`src/rtl/multiplier_datapath.sv`:
```
`default_nettype none
// ============================================================================
// Module      : multiplier_datapath
// Description : Register datapath for an 8x8 signed add-shift multiplier.
//               Holds the sign-extension bit X, the accumulator A (upper
//               product byte) and the multiplier/lower-product register B.
//               An external controller issues one control per cycle:
//               Clr_Ld, ClrA, Add, Sub or Shift. Simultaneous controls are
//               resolved by fixed priority and flagged on a sticky Err bit.
// Ports       :
//   Clk     in   1  clock, rising edge active
//   Reset   in   1  asynchronous reset, active low
//   S       in   8  switch operand (multiplier on load, multiplicand on run)
//   Clr_Ld  in   1  clear X and A, load B from S (also clears Err if alone)
//   ClrA    in   1  clear X and A, hold B
//   Add     in   1  {X,A} <= {A[7],A} + {S[7],S}
//   Sub     in   1  {X,A} <= {A[7],A} - {S[7],S}
//   Shift   in   1  arithmetic right shift of {X,A,B}, X held
//   Aval    out  8  A register
//   Bval    out  8  B register
//   X       out  1  sign-extension bit of A
//   M       out  1  B[0], next multiplier bit for the controller
//   Err     out  1  sticky illegal-control-combination flag
// Revision    : 1.0 - initial release
// ============================================================================
module multiplier_datapath (
    input  logic       Clk,
    input  logic       Reset,
    input  logic [7:0] S,
    input  logic       Clr_Ld,
    input  logic       ClrA,
    input  logic       Add,
    input  logic       Sub,
    input  logic       Shift,
    output logic [7:0] Aval,
    output logic [7:0] Bval,
    output logic       X,
    output logic       M,
    output logic       Err
);

    // ------------------------------------------------------------------------
    // State
    // ------------------------------------------------------------------------
    logic       r_x;
    logic [7:0] r_a;
    logic [7:0] r_b;
    logic       r_err;

    // ------------------------------------------------------------------------
    // Combinational next-state
    // ------------------------------------------------------------------------
    logic [2:0] w_nctl;
    logic       w_multi;
    logic [8:0] w_a_ext;
    logic [8:0] w_s_ext;
    logic [8:0] w_sum;
    logic [8:0] w_diff;
    logic       w_x_nxt;
    logic [7:0] w_a_nxt;
    logic [7:0] w_b_nxt;
    logic       w_err_nxt;

    // Number of controls raised this cycle; two or more is illegal.
    assign w_nctl  = {2'b00, Clr_Ld} + {2'b00, ClrA} + {2'b00, Add}
                   + {2'b00, Sub}    + {2'b00, Shift};
    assign w_multi = (w_nctl > 3'd1);

    // Both operands are sign-extended to 9 bits so X carries the true sign
    // of the result; the 9-bit result wraps with no overflow detection.
    assign w_a_ext = {r_a[7], r_a};
    assign w_s_ext = {S[7], S};
    assign w_sum   = w_a_ext + w_s_ext;
    assign w_diff  = w_a_ext + ~w_s_ext + 9'd1;

    always_comb begin
        w_x_nxt = r_x;
        w_a_nxt = r_a;
        w_b_nxt = r_b;
        // Fixed priority: only the highest-ranked control takes effect.
        if (Clr_Ld) begin
            w_x_nxt = 1'b0;
            w_a_nxt = 8'h00;
            w_b_nxt = S;
        end else if (ClrA) begin
            w_x_nxt = 1'b0;
            w_a_nxt = 8'h00;
        end else if (Sub) begin
            w_x_nxt = w_diff[8];
            w_a_nxt = w_diff[7:0];
        end else if (Add) begin
            w_x_nxt = w_sum[8];
            w_a_nxt = w_sum[7:0];
        end else if (Shift) begin
            w_a_nxt = {r_x, r_a[7:1]};
            w_b_nxt = {r_a[0], r_b[7:1]};
        end
    end

    // Err is sticky: a collision always sets it, and only a lone Clr_Ld
    // (which cannot also be a collision) clears it.
    always_comb begin
        w_err_nxt = r_err;
        if (w_multi) begin
            w_err_nxt = 1'b1;
        end else if (Clr_Ld) begin
            w_err_nxt = 1'b0;
        end
    end

    // ------------------------------------------------------------------------
    // Registers
    // ------------------------------------------------------------------------
    always_ff @(posedge Clk or negedge Reset) begin
        if (!Reset) begin
            r_x   <= 1'b0;
            r_a   <= 8'h00;
            r_b   <= 8'h00;
            r_err <= 1'b0;
        end else begin
            r_x   <= w_x_nxt;
            r_a   <= w_a_nxt;
            r_b   <= w_b_nxt;
            r_err <= w_err_nxt;
        end
    end

    // ------------------------------------------------------------------------
    // Outputs
    // ------------------------------------------------------------------------
    assign Aval = r_a;
    assign Bval = r_b;
    assign X    = r_x;
    assign M    = r_b[0];
    assign Err  = r_err;

endmodule
`default_nettype wire

```
`config.mk`:
```
export PLATFORM = sky130hd
export DESIGN_NAME = multiplier_datapath
export DESIGN_NICKNAME = d
export VERILOG_FILES = /design/src/rtl/multiplier_datapath.sv
export SDC_FILE = /design/constraint.sdc
export NUM_CORES = 1
export LEC_CHECK = 0
export BUFFER_PORTS_ARGS = -buffer_cell sky130_fd_sc_hd__buf_4
export CORE_ASPECT_RATIO = 2
export CORE_UTILIZATION = 60
export CTS_CLUSTER_SIZE = 10
export DETAILED_ROUTE_END_ITERATION = 8
export PLACE_DENSITY = 0.81
export SKIP_LAST_GASP = 1
export SLEW_MARGIN = 0
export SYNTH_ARGS = -nofsm -noshare
export SYNTH_HDL_FRONTEND = slang
export SYNTH_SLANG_ARGS = --single-unit
```
`constraint.sdc`:
```
create_clock -name Clk -period 5.4 [get_ports Clk]
set_input_delay 0.27 -clock Clk [delete_from_list [all_inputs] [get_ports Clk]]
set_output_delay 0.27 -clock Clk [all_outputs]
set_load 0.02 [all_outputs]
```
* Yosys cells after proc, flatten, opt, wreduce, memory -nomap -nowiden
Index checks and enable logic that the tools add are counted.
** Storage, ports and cells
- Register bits :: 18
- Input bits :: 15
- Output and inout port bits :: 19
** Operators by class
- $add $sub $neg :: 7
- Order comparisons :: 1
- Equality and inequality tests :: 3
- Multiplexer cells :: 16
- Bitwise logic cells :: 1
- Reduce and logical (&&, ||, !) cells :: 5
** Operators with widths (count)
- $mux W8 :: 10
- $add A8 B8 Y9 :: 1
- $add A9 B1 Y9 const B :: 1
- $add A9 B9 Y9 :: 1
- $not A9 Y9 :: 1
- $add A3 B1 Y3 :: 2
- $mux W1 :: 6
- $ne A2 B2 Y1 const B :: 3
- $reduce_bool A5 Y1 :: 1
- $reduce_and A4 Y1 :: 1
- $reduce_bool A2 Y1 :: 2
- $reduce_bool A4 Y1 :: 1
- $add A2 B1 Y3 :: 1
- $gt A3 B1 Y1 const B :: 1
- $add A1 B1 Y2 :: 1

* Logic depth before layout (Yosys ltp)
- Word-level depth :: 6
- Mapped depth :: 9
- Depth with buffers taken out :: 9

* Worst setup path before layout
OpenSTA, ideal clock, no wires.
- Kind :: reg2reg
- Start point :: reg r_a[0], in the netlist Aval[0]
- End point :: reg r_a[6], in the netlist Aval[6]
- Library setup time :: 0.126 ns
- Arrival time :: 2.263 ns
- Required time :: 5.274 ns
- Setup slack :: 3.011 ns
- Stages on the path, launching flop included :: 8
- Clock period less this slack :: 2.389 ns
- Path through :: dfrtp_1 ha_1 fa_1 or2b_1 or4b_1 a21oi_2 xor2_1 a311o_1
** Between the ends
- Cells in the longest elaborated chain, start to end :: 5
** Ends and longest elaborated chain
- start: declaration :: RTL line 46 : logic [7:0] r_a;
- start signal: assignment :: RTL line 122 : r_a <= w_a_nxt;
- $add A9 B9 Y9 or $add A8 B8 Y9 (tied branches) :: RTL line 74, 73
- $add A9 B1 Y9 or $mux W8 (tied branches) :: RTL line 74, 91
- $mux W8 * :: RTL line 88 : end else if (Sub) begin
- $mux W8 * :: RTL line 85 : end else if (ClrA) begin
- $mux W8 * :: RTL line 81 : if (Clr_Ld) begin
Mark *: on every way between the ends. The rest lies on a longest branch, timed or not.
A chain may end at the register's enable or synchronous reset.

* Worst setup path after layout
Same ends and word-level chain as after synthesis.

==> flow_summary.ini <==
[sta]
setup_tns_ns = 0
tightest_slew_ns = 0.943
hold_viol = 0
setup_viol = 0
fmax_mhz = 416
finalMaxSlewViolations = 0
timing.slew.headroom_pct = 37.0
rsz0062_at_grt = false
finalCriticalPeriod_ns = 2.40
whs_ns = 0.322
min_period_over_period_pct = 44.5
fin_skew_ns = 0.00857

[outcome]
status = completed

[layout]
layout.nets = 280
syn2layout_area_growth_pct = 14.4
diodes = 0
most-common-layout-cells = buf_4 (33), ha_1 (19), dfrtp_1 (18)
drive_gt1_share_pct = 18.3
final_common_cell = buf_4
fin_util_pct = 73.9
final_cells = 270

[worst_setup_path]
crit_arrival_ns = 2.55
crit_buf_inv = 0
setup.worst_path.class = flip-flop to flip-flop
path_max_fanout = 5
critPathLaunch = Aval[0]
start_kind = flip-flop
rrSetupSlack_ns = 3.00
cp_data_required_time_ns = 5.55
slowest_stage = or4b_1
end_kind = flip-flop
crit_chain = ha_1 > fa_1 > or2b_1 > or4b_1 > a21oi_2 > xor2_1 > a311o_1
cpPeakStageDelay_ns = 0.45
crit_family = adder cells
timing.rr.start = Aval[0]

[yosys]
async_flop_share_pct = 100
synth_edf_count = 0
syn_inst = 215
yosys_most_used_dff = dfrtp_1
ys_seq_area_share_pct = 24.9
synth.avg_cell_area_um2 = 8.42
ys_ff_latch = 18
syn_nets = 252
netlist_area_mm2 = 0.00181
yosysWarnings = 0
ys_types = 55

[detailed_routing]
drt-total-wl_mm = 5.10
route.vias.total = 1735
wl_per_cell_um = 18.9
drt-vias-per-instance = 6.43
drt_iter0_drc = 44
ant_nets = 0
drc = 0
drt_pre_antenna_iters = 4

[die]
dieArea_mm2 = 0.00325
die_y_um = 79.7
rows = 27
start_util_pct = 64.6
die_x_um = 40.8
pin_count = 34
core-area_mm2 = 0.00280

[cts]
clkSinkCount = 18
cts_buffers = 3
cts-root-buf = clkbuf_8
post_cts_buffers = 0
h-tree-depth = 1
cts_tree = yes
cts_buffer_depth = 2
clock_latency_ns = 0.26
clkTransAtPathRegs_ns = 0.07

[pwr]
swShare_pct = 39.1
p_seq_share_pct = 36.7
switchingPower_mw = 0.181
peakVddDrop_v = 0.000198
clkPwrFrac_pct = 21.1
cellLeakagePower_nw = 1.02
comb_power_share_pct = 42.2
fin_total_pwr_mw = 0.463
powerDensity_mw_per_mm2 = 224
internal_power_mw = 0.282

[grt]
grt_pass1_wl_mm = 7.69
grt_usage_pct = 34.8
grt_pass1_vias = 1692
grt_start_max_net_pins = 21
antenna_found_initial = 0
grt-ovfl-total = 0

[placed_design]
dp_hpwl_mm = 4.05
dp.cells = 266
io_buffers = 33
place_congestion = 0.926

[flow_run]
cap_violations = 0

[worst_hold_path]
hold_start = S[6]
hold_class = primary input to flip-flop
[cells by family after synthesis]
kind of cell / share of synthesized area [%]
buffers and inverters: 7.88
flip-flops: 24.9
AND/OR/NAND/NOR: 22.4
XOR/XNOR: 0.968
adder cells (fa/ha/maj): 16.4
multiplexers: 6.63
AO/OA/AOI/OAI: 20.8
[synthesized netlist by cell type, drive strengths merged, types with 4 or more instances]
library cell | n | area share, %
a21oi | 11 | 3.2
a221oi | 4 | 2.3
buf | 8 | 3.0
dfrtp | 18 | 25
ha | 19 | 13
inv | 18 | 3.7
mux2i | 12 | 6.6
nand2 | 17 | 3.5
nand3 | 4 | 1.1
nor2 | 15 | 3.2
nor2b | 7 | 2.4
nor3 | 9 | 2.5
o21ai | 17 | 4.7
or2 | 4 | 1.4
[power groups by stage]
stage / logic (mW) / registers (mW) / clock network, mW
finish: 0.195 / 0.170 / 0.0978
global route: 0.211 / 0.172 / 0.103
CTS: 0.193 / 0.170 / 0.0988
detailed placement: 0.192 / 0.172 / 0
global placement: 0.188 / 0.171 / 0
floorplan: 0.111 / 0.187 / 0
[per-layer routing]
layer  wire length, um  track usage, %  part of all wire [%]
met5                 0               0                     0
met4               260            22.7                   5.1
met3               222            5.01                   4.4
met2              2760            59.5                    54
met1              1850            34.7                    36
[through the flow]
stage,cell area [um2],setup WS [ns]
floorplan,1810,3.01
global placement,2020,3.04
detailed placement,2020,2.97
CTS,2070,3.00
global route,2070,2.88
finish,2070,3.00
[final cells by class]
type                            count  area (um2)
Clock buffer                        3        41.3
Fill cell                         241         733
Inverter                           18        67.6
Multi-Input combinational cell    168        1220
Sequential cell                    18         450
Tap cell                           29        36.3
Timing Repair Buffer               34         258
[final timing paths]
| path | endpoint | cells past startpoint |
|---|---|---|
| hold / removal | Bval[6] | 3 |
| min in group asynchronous | Bval[1] | 2 |
| setup reg to reg | Aval[6] | 7 |
| max in group asynchronous | Aval[4] | 2 |
| hold reg to reg | Bval[0] | 2 |
| setup / recovery | Aval[6] | 7 |
[what timing repair did]
action	in CTS	in global routing
gates resized for setup	0	0
hold buffers	1	0
endpoints found under the hold margin	18	0
[state kept, by name, indices dropped and copies added (netlist names)]
register	flops
Aval	8
Bval	8
Err	1
X	1
[worst reg2reg max path, cell delays in order (launching register included)]
cell and delay (ns):
dfrtp_1 0.42, ha_1 0.23, fa_1 0.41, or2b_1 0.18, or4b_1 0.45, a21oi_2 0.17, xor2_1 0.08, a311o_1 0.35
Power figures use the tool's default switching activity.
